File: config.mk
export PLATFORM = sky130hd
export DESIGN_NAME = seq_pattern_detector
export DESIGN_NICKNAME = d
export VERILOG_FILES = /design/src/rtl/seq_pattern_detector.sv
export SDC_FILE = /design/constraint.sdc
export NUM_CORES = 1
export LEC_CHECK = 0
export ABC_AREA = 1
export BUFFER_PORTS_ARGS = -buffer_cell sky130_fd_sc_hd__buf_4
export CORE_MARGIN = 3
export CORE_UTILIZATION = 45
export CTS_CLUSTER_DIAMETER = 100
export DETAILED_ROUTE_END_ITERATION = 7
export GPL_TIMING_DRIVEN = 0
export PLACE_DENSITY = 0.77
export SETUP_SLACK_MARGIN = 0.02
export SLEW_MARGIN = 20
export SYNTH_ARGS = -nofsm -noshare
export SYNTH_HDL_FRONTEND = slang
export SYNTH_SLANG_ARGS = --single-unit
File: constraint.sdc
create_clock -name clk -period 1.6 [get_ports clk]
set_clock_uncertainty 0.1 [all_clocks]
set_input_delay 0.16 -clock clk [delete_from_list [all_inputs] [get_ports clk]]
set_output_delay 0.16 -clock clk [all_outputs]
set_load 0.01 [all_outputs]
File: src/rtl/seq_pattern_detector.sv
// seq_pattern_detector: serial detector for a runtime-loadable PAT_W-bit pattern with a registered match pulse.
// Define SEQ_PATTERN_DETECTOR_MATCH_COUNT_EN to enable the saturating match_count counter.
module seq_pattern_detector #(
  parameter int PAT_W = 4,
  parameter logic [PAT_W-1:0] PAT_RESET = 4'b1011,
  parameter bit OVERLAP = 1'b1,
  parameter int CNT_W = 8
) (
  input  logic                       clk,
  input  logic                       rst,
  input  logic                       in_valid,
  input  logic                       in_bit,
  input  logic                       cfg_load,
  input  logic [PAT_W-1:0]           cfg_pattern,
  output logic                       match,
  output logic [$clog2(PAT_W+1)-1:0] progress,
  output logic [CNT_W-1:0]           match_count,
  input  logic                       cnt_clr
);
  localparam int PRG_W = $clog2(PAT_W+1);
  localparam logic [PRG_W-1:0] FILL_MAX = PRG_W'(PAT_W);
  localparam logic [PRG_W-1:0] FILL_ARM = PRG_W'(PAT_W-1);
  logic [PAT_W-1:0] r_pat, r_hist, w_next;
  logic [PRG_W-1:0] r_fill;
  logic             r_match, w_acc, w_hit;
  // fill gating keeps stale zeros in history from matching an all-zero pattern
  always_comb begin
    w_next = {r_hist[PAT_W-2:0], in_bit};
    w_acc  = in_valid & ~cfg_load;
    w_hit  = w_acc & (r_fill >= FILL_ARM) & (w_next == r_pat);
  end
  always_ff @(posedge clk) begin
    if (rst) begin
      r_pat   <= PAT_RESET;
      r_hist  <= '0;
      r_fill  <= '0;
      r_match <= 1'b0;
    end else if (cfg_load) begin
      r_pat   <= cfg_pattern;
      r_hist  <= '0;
      r_fill  <= '0;
      r_match <= 1'b0;
    end else begin
      r_match <= w_hit;
      if (w_acc) begin
        if (w_hit && !OVERLAP) begin
          r_hist <= '0;
          r_fill <= '0;
        end else begin
          r_hist <= w_next;
          r_fill <= (r_fill == FILL_MAX) ? r_fill : r_fill + PRG_W'(1);
        end
      end
    end
  end
  assign match    = r_match;
  assign progress = r_fill;
`ifdef SEQ_PATTERN_DETECTOR_MATCH_COUNT_EN
  logic [CNT_W-1:0] r_cnt;
  always_ff @(posedge clk) begin
    if (rst || cnt_clr) r_cnt <= '0;
    else if (w_hit && r_cnt != '1) r_cnt <= r_cnt + CNT_W'(1);
  end
  assign match_count = r_cnt;
`else
  logic w_unused_cnt_clr;
  assign w_unused_cnt_clr = cnt_clr;
  assign match_count = '0;
`endif
endmodule
# After elaboration in Yosys (flattened, before gate mapping)
# Index checks and enable logic that the tools add are counted.
# Widths: inputs -> output; s select.
# op_classes
add_sub_neg	1
n_mul	0
div_mod_pow	0
n_lt_le_gt_ge	1
n_eq_ne	2
shift	0
mux	0
bitwise	5
reduce_logical	2
# op_table
op	count
$eq 4x4->1	1
$add 3x1->3 const B	1
$and 1x1->1	3
$eq 3x3->1 const B	1
$ge 3x2->1 const B	1
$not 1->1	2
$reduce_and 2->1	1
$reduce_or 2->1	1
# totals
ff_bits	11
latch_bits	0
ramBits	0
romBits	0
output_inout_bits	12
elab_cells	15
n_memories	0

# Longest topological paths before layout
# logic_depth
depth_word	4
depth_mapped	8

# Least setup slack after synthesis
# No wires, ideal clock.
# synth_timing
path_type	register to register
startpoint	register r_fill[0] (netlist: progress[0])
endpoint	register r_match (netlist: match)
setup_ps	110
arrival_time_ps	996
required_time_ps	1390
path_slack_ps	394
path_stages_with_launch	9
path_buffers	0
path_cell_list	dfxtp_1 > ha_1 > ha_1 > nor2_1 > nand2_1 > inv_1 > nor2_1 > nand2_1 > nor2_2
# synth_between
elab_chain_cells	3
# synth_lines
item	line_no	rtl
start: declaration	24	logic [PRG_W-1:0] r_fill;
start signal: assignment	51	r_fill <= (r_fill == FILL_MAX) ? r_fill : r_fill + PRG_W'(1);
$ge 3x2->1	30	w_hit = w_acc & (r_fill >= FILL_ARM) & (w_next == r_pat);
$and 1x1->1 (2 in series)	30	
end signal: assignment	44	r_match <= w_hit;
end: declaration	25	logic r_match, w_acc, w_hit;
# Every way passes these cells.
# A chain may end at the register's enable or synchronous reset.

# Final worst setup path
# Ends and elaborated chain as after synthesis.

==> out/qor.yml <==
placement:
  hpwl_um: 854.6
  port_buffers: 11
  place_inst: 118
  gp_congestion: 0.7324
synthesis:
  seq_area_frac_synth_pct: 35.34
  syn_avg_cell_area_um2: 7.245
  synth_area_um2: 623.1
  synth_cell_types: 19
  synth_top_cell_area_share_pct: 35.34
  yosys_register_bits: 11
  synthTopCellsByArea: "dfxtp_1 35%, nand2_1 12%, buf_4 9.6%"
  yosys_warnings: 0
  syn_inst: 86
  yosysTopAreaCell: "dfxtp_1"
grt:
  grt_max_degree: 10
  busiest_layer: "met2"
  grt_usage_pct: 13.69
  grt_util_met1_pct: 17.59
  grtUsageMet2_pct: 18.29
  antenna_found_initial: 0
  grt-ovfl-total: 0
  grt_pass1_wl_mm: 1.890
  use_met3_pct: 4.237
  grt_pass1_vias: 470
clocking:
  clkLatencyLatePin_ps: 270
  cts_root_buffer: "clkbuf_4"
  cts_sinks: 11
  ctsLongestPathBuffers: 2
  cts_tree: "built"
  h-tree-depth: 1
  cts_buffers: 3
  postCtsHoldBufs: 0
  cts_setup_buffers: 0
  post_cts_resized: 0
  path_clk_slew_ps: 70
power:
  vdd_drop_max_mv: 0.4605
  pwr-share-clk_pct: 31.6
  switching_share_pct: 26.41
  combPwrFrac_pct: 18.4
  total_power_uw: 592.7
  power_per_cell_area_nw_per_um2: 764.0
  p_int_uw: 436.1
  power.switching_uw: 156.5
  seqPwrFrac_pct: 50.0
  p_leak_nw: 0.4175
run_status:
  status: "completed"
worst_hold_path:
  hp-class: "input port to register"
timing:
  maxSlewViolCount: 0
  layout_min_cycle_time_ps: 1234
  timing.final.crit_share_pct: 77.14
  rsz0062_at_grt: "false"
  max_clock_freq_mhz: 810.2
  fin_tns_setup_ps: 0
  setup_viol: 0
  holdWs_ps: 3.245
  hold_viol_final: 0
layout:
  final_nets: 122
  nFillCells: 115
  multi_input_area_um2: 309.0
  final_cells: 122
  utilization_pct: 64.58
  area.sequential_um2: 220.2
  area_growth_pct: 24.50
  n_antenna_cell: 0
  drive_gt1_share_pct: 26.85
worst_setup_path:
  required_ps: 1670
  rr_endpoint: "match$_SDFF_PP0_"
  r2r_setup_slack_ps: 370
  r2r_cells: 8
  cp-endpoint: "match$_SDFF_PP0_"
  end_kind: "register"
  cp-startpoint: "progress[0]$_SDFFE_PP0P_"
  rr_startpoint: "progress[0]$_SDFFE_PP0P_"
  critPathMaxFanout: 5
  start_kind: "register"
  cp.arrival_ps: 1310
  path_class: "register to register"
floorplanning:
  start_util_pct: 51.88
  dieArea_um2: 1867
  coreArea_um2: 1201
  pin_count: 22
  row_count: 12
  die_h_um: 43.21
  dieWidth_um: 43.21
routing:
  drt_iter0_drc: 9
  postRouteAntennaNets: 0
  wl_per_cell_um: 8.385
  dr.pass1.iters: 3
  vias_per_cell: 4.385
  drc: 0
  vias: 535
  finalWirelength_mm: 1.023
run:
  maxCapViolations: 0
-- Yosys cell counts (all sizes together) --
cell type,n
a21oi,5
o21ai,7
inv,12
conb,1
nor2,12
clkinv,1
dfxtp,11
xnor2,2
ha,3
nand3,1
nand2,22
buf,9
-- layer usage --
layer,wire (um),share of wire (%)
met5,0,0
met4,42,4.1
met3,92,9.0
met2,412,40
met1,476,47
-- through the flow --
step | instance area, um^2 | setup WS, ps
5_1_grt | 775.7 | 269.3
3_5_place_dp | 749.5 | 366.8
4_1_cts | 775.7 | 355.1
2_1_floorplan | 649.4 | 393.6
3_3_place_gp | 749.5 | 392.8
6_report | 775.7 | 365.7
-- kinds of logic (layout without fill, tap and decap cells) --
group                      count (synthesis)  after routing  synth area share, %
xor gates and xnor gates                   2              2                2.812
buffers and inverters                     22             37                19.28
and+or+nand+nor                           35             35                26.30
DFF                                       11             11                35.34
other                                      1              8               0.6018
adders and majority gates                  3              3                6.025
AOI/OAI and AO/OA                         12             12                9.637
-- worst min path at each step --
stage	start	end	depth (start not counted)
floorplan	rst	r_pat[1]$_SDFFE_PP1P_	2
global placement	cfg_pattern[0]	r_pat[0]$_SDFFE_PP1P_	3
detailed placement	cfg_pattern[1]	r_pat[1]$_SDFFE_PP1P_	3
CTS	cfg_pattern[1]	r_pat[1]$_SDFFE_PP1P_	3
global route	cfg_pattern[0]	r_pat[0]$_SDFFE_PP1P_	3
finish	cfg_pattern[1]	r_pat[1]$_SDFFE_PP1P_	3
-- cell usage in the layout, fill, tap and decap left out, types with 2 or more instances in the layout --
cell type / Yosys / final
a21oi_1: 5 / 5
buf_4: 8 / 19
clkbuf_4: 0 / 3
conb_1: 1 / 8
dfxtp_1: 11 / 11
ha_1: 3 / 3
inv_1: 11 / 11
nand2_1: 20 / 20
nand2_2: 2 / 2
nor2_1: 9 / 9
o21ai_0: 4 / 4
o21ai_1: 3 / 3
xnor2_1: 2 / 2
-- registers in the layout (all words and copies together), names as in the netlist --
name      cells
match         1
progress      3
r_hist        3
r_pat         4
-- layout make-up --
type	instances	area share (%)
multi-input cells	60	39.84
flip-flops and latches	11	28.39
repair buffers	11	10.65
plain buffers	9	9.194
inverters	13	6.290
clock buffers	4	3.387
well taps	14	2.258
-- power groups by stage --
stage          logic [mW]  registers, mW  clock network [mW]
3_3_place_gp        0.107          0.302                   0
2_1_floorplan      0.0770          0.302                   0
6_report            0.109          0.296               0.187
3_5_place_dp        0.109          0.303                   0
5_1_grt             0.126          0.298               0.204
4_1_cts             0.109          0.296               0.192
-- worst max-delay path: stages, from the launching register on --
cell	delay (ps)
dfxtp_1	350
ha_1	210
ha_1	170
nor2_1	80
nand2_1	60
inv_1	50
nor2_1	30
nand2_1	60
nor2_2	30
Power figures use the tool's default switching activity.
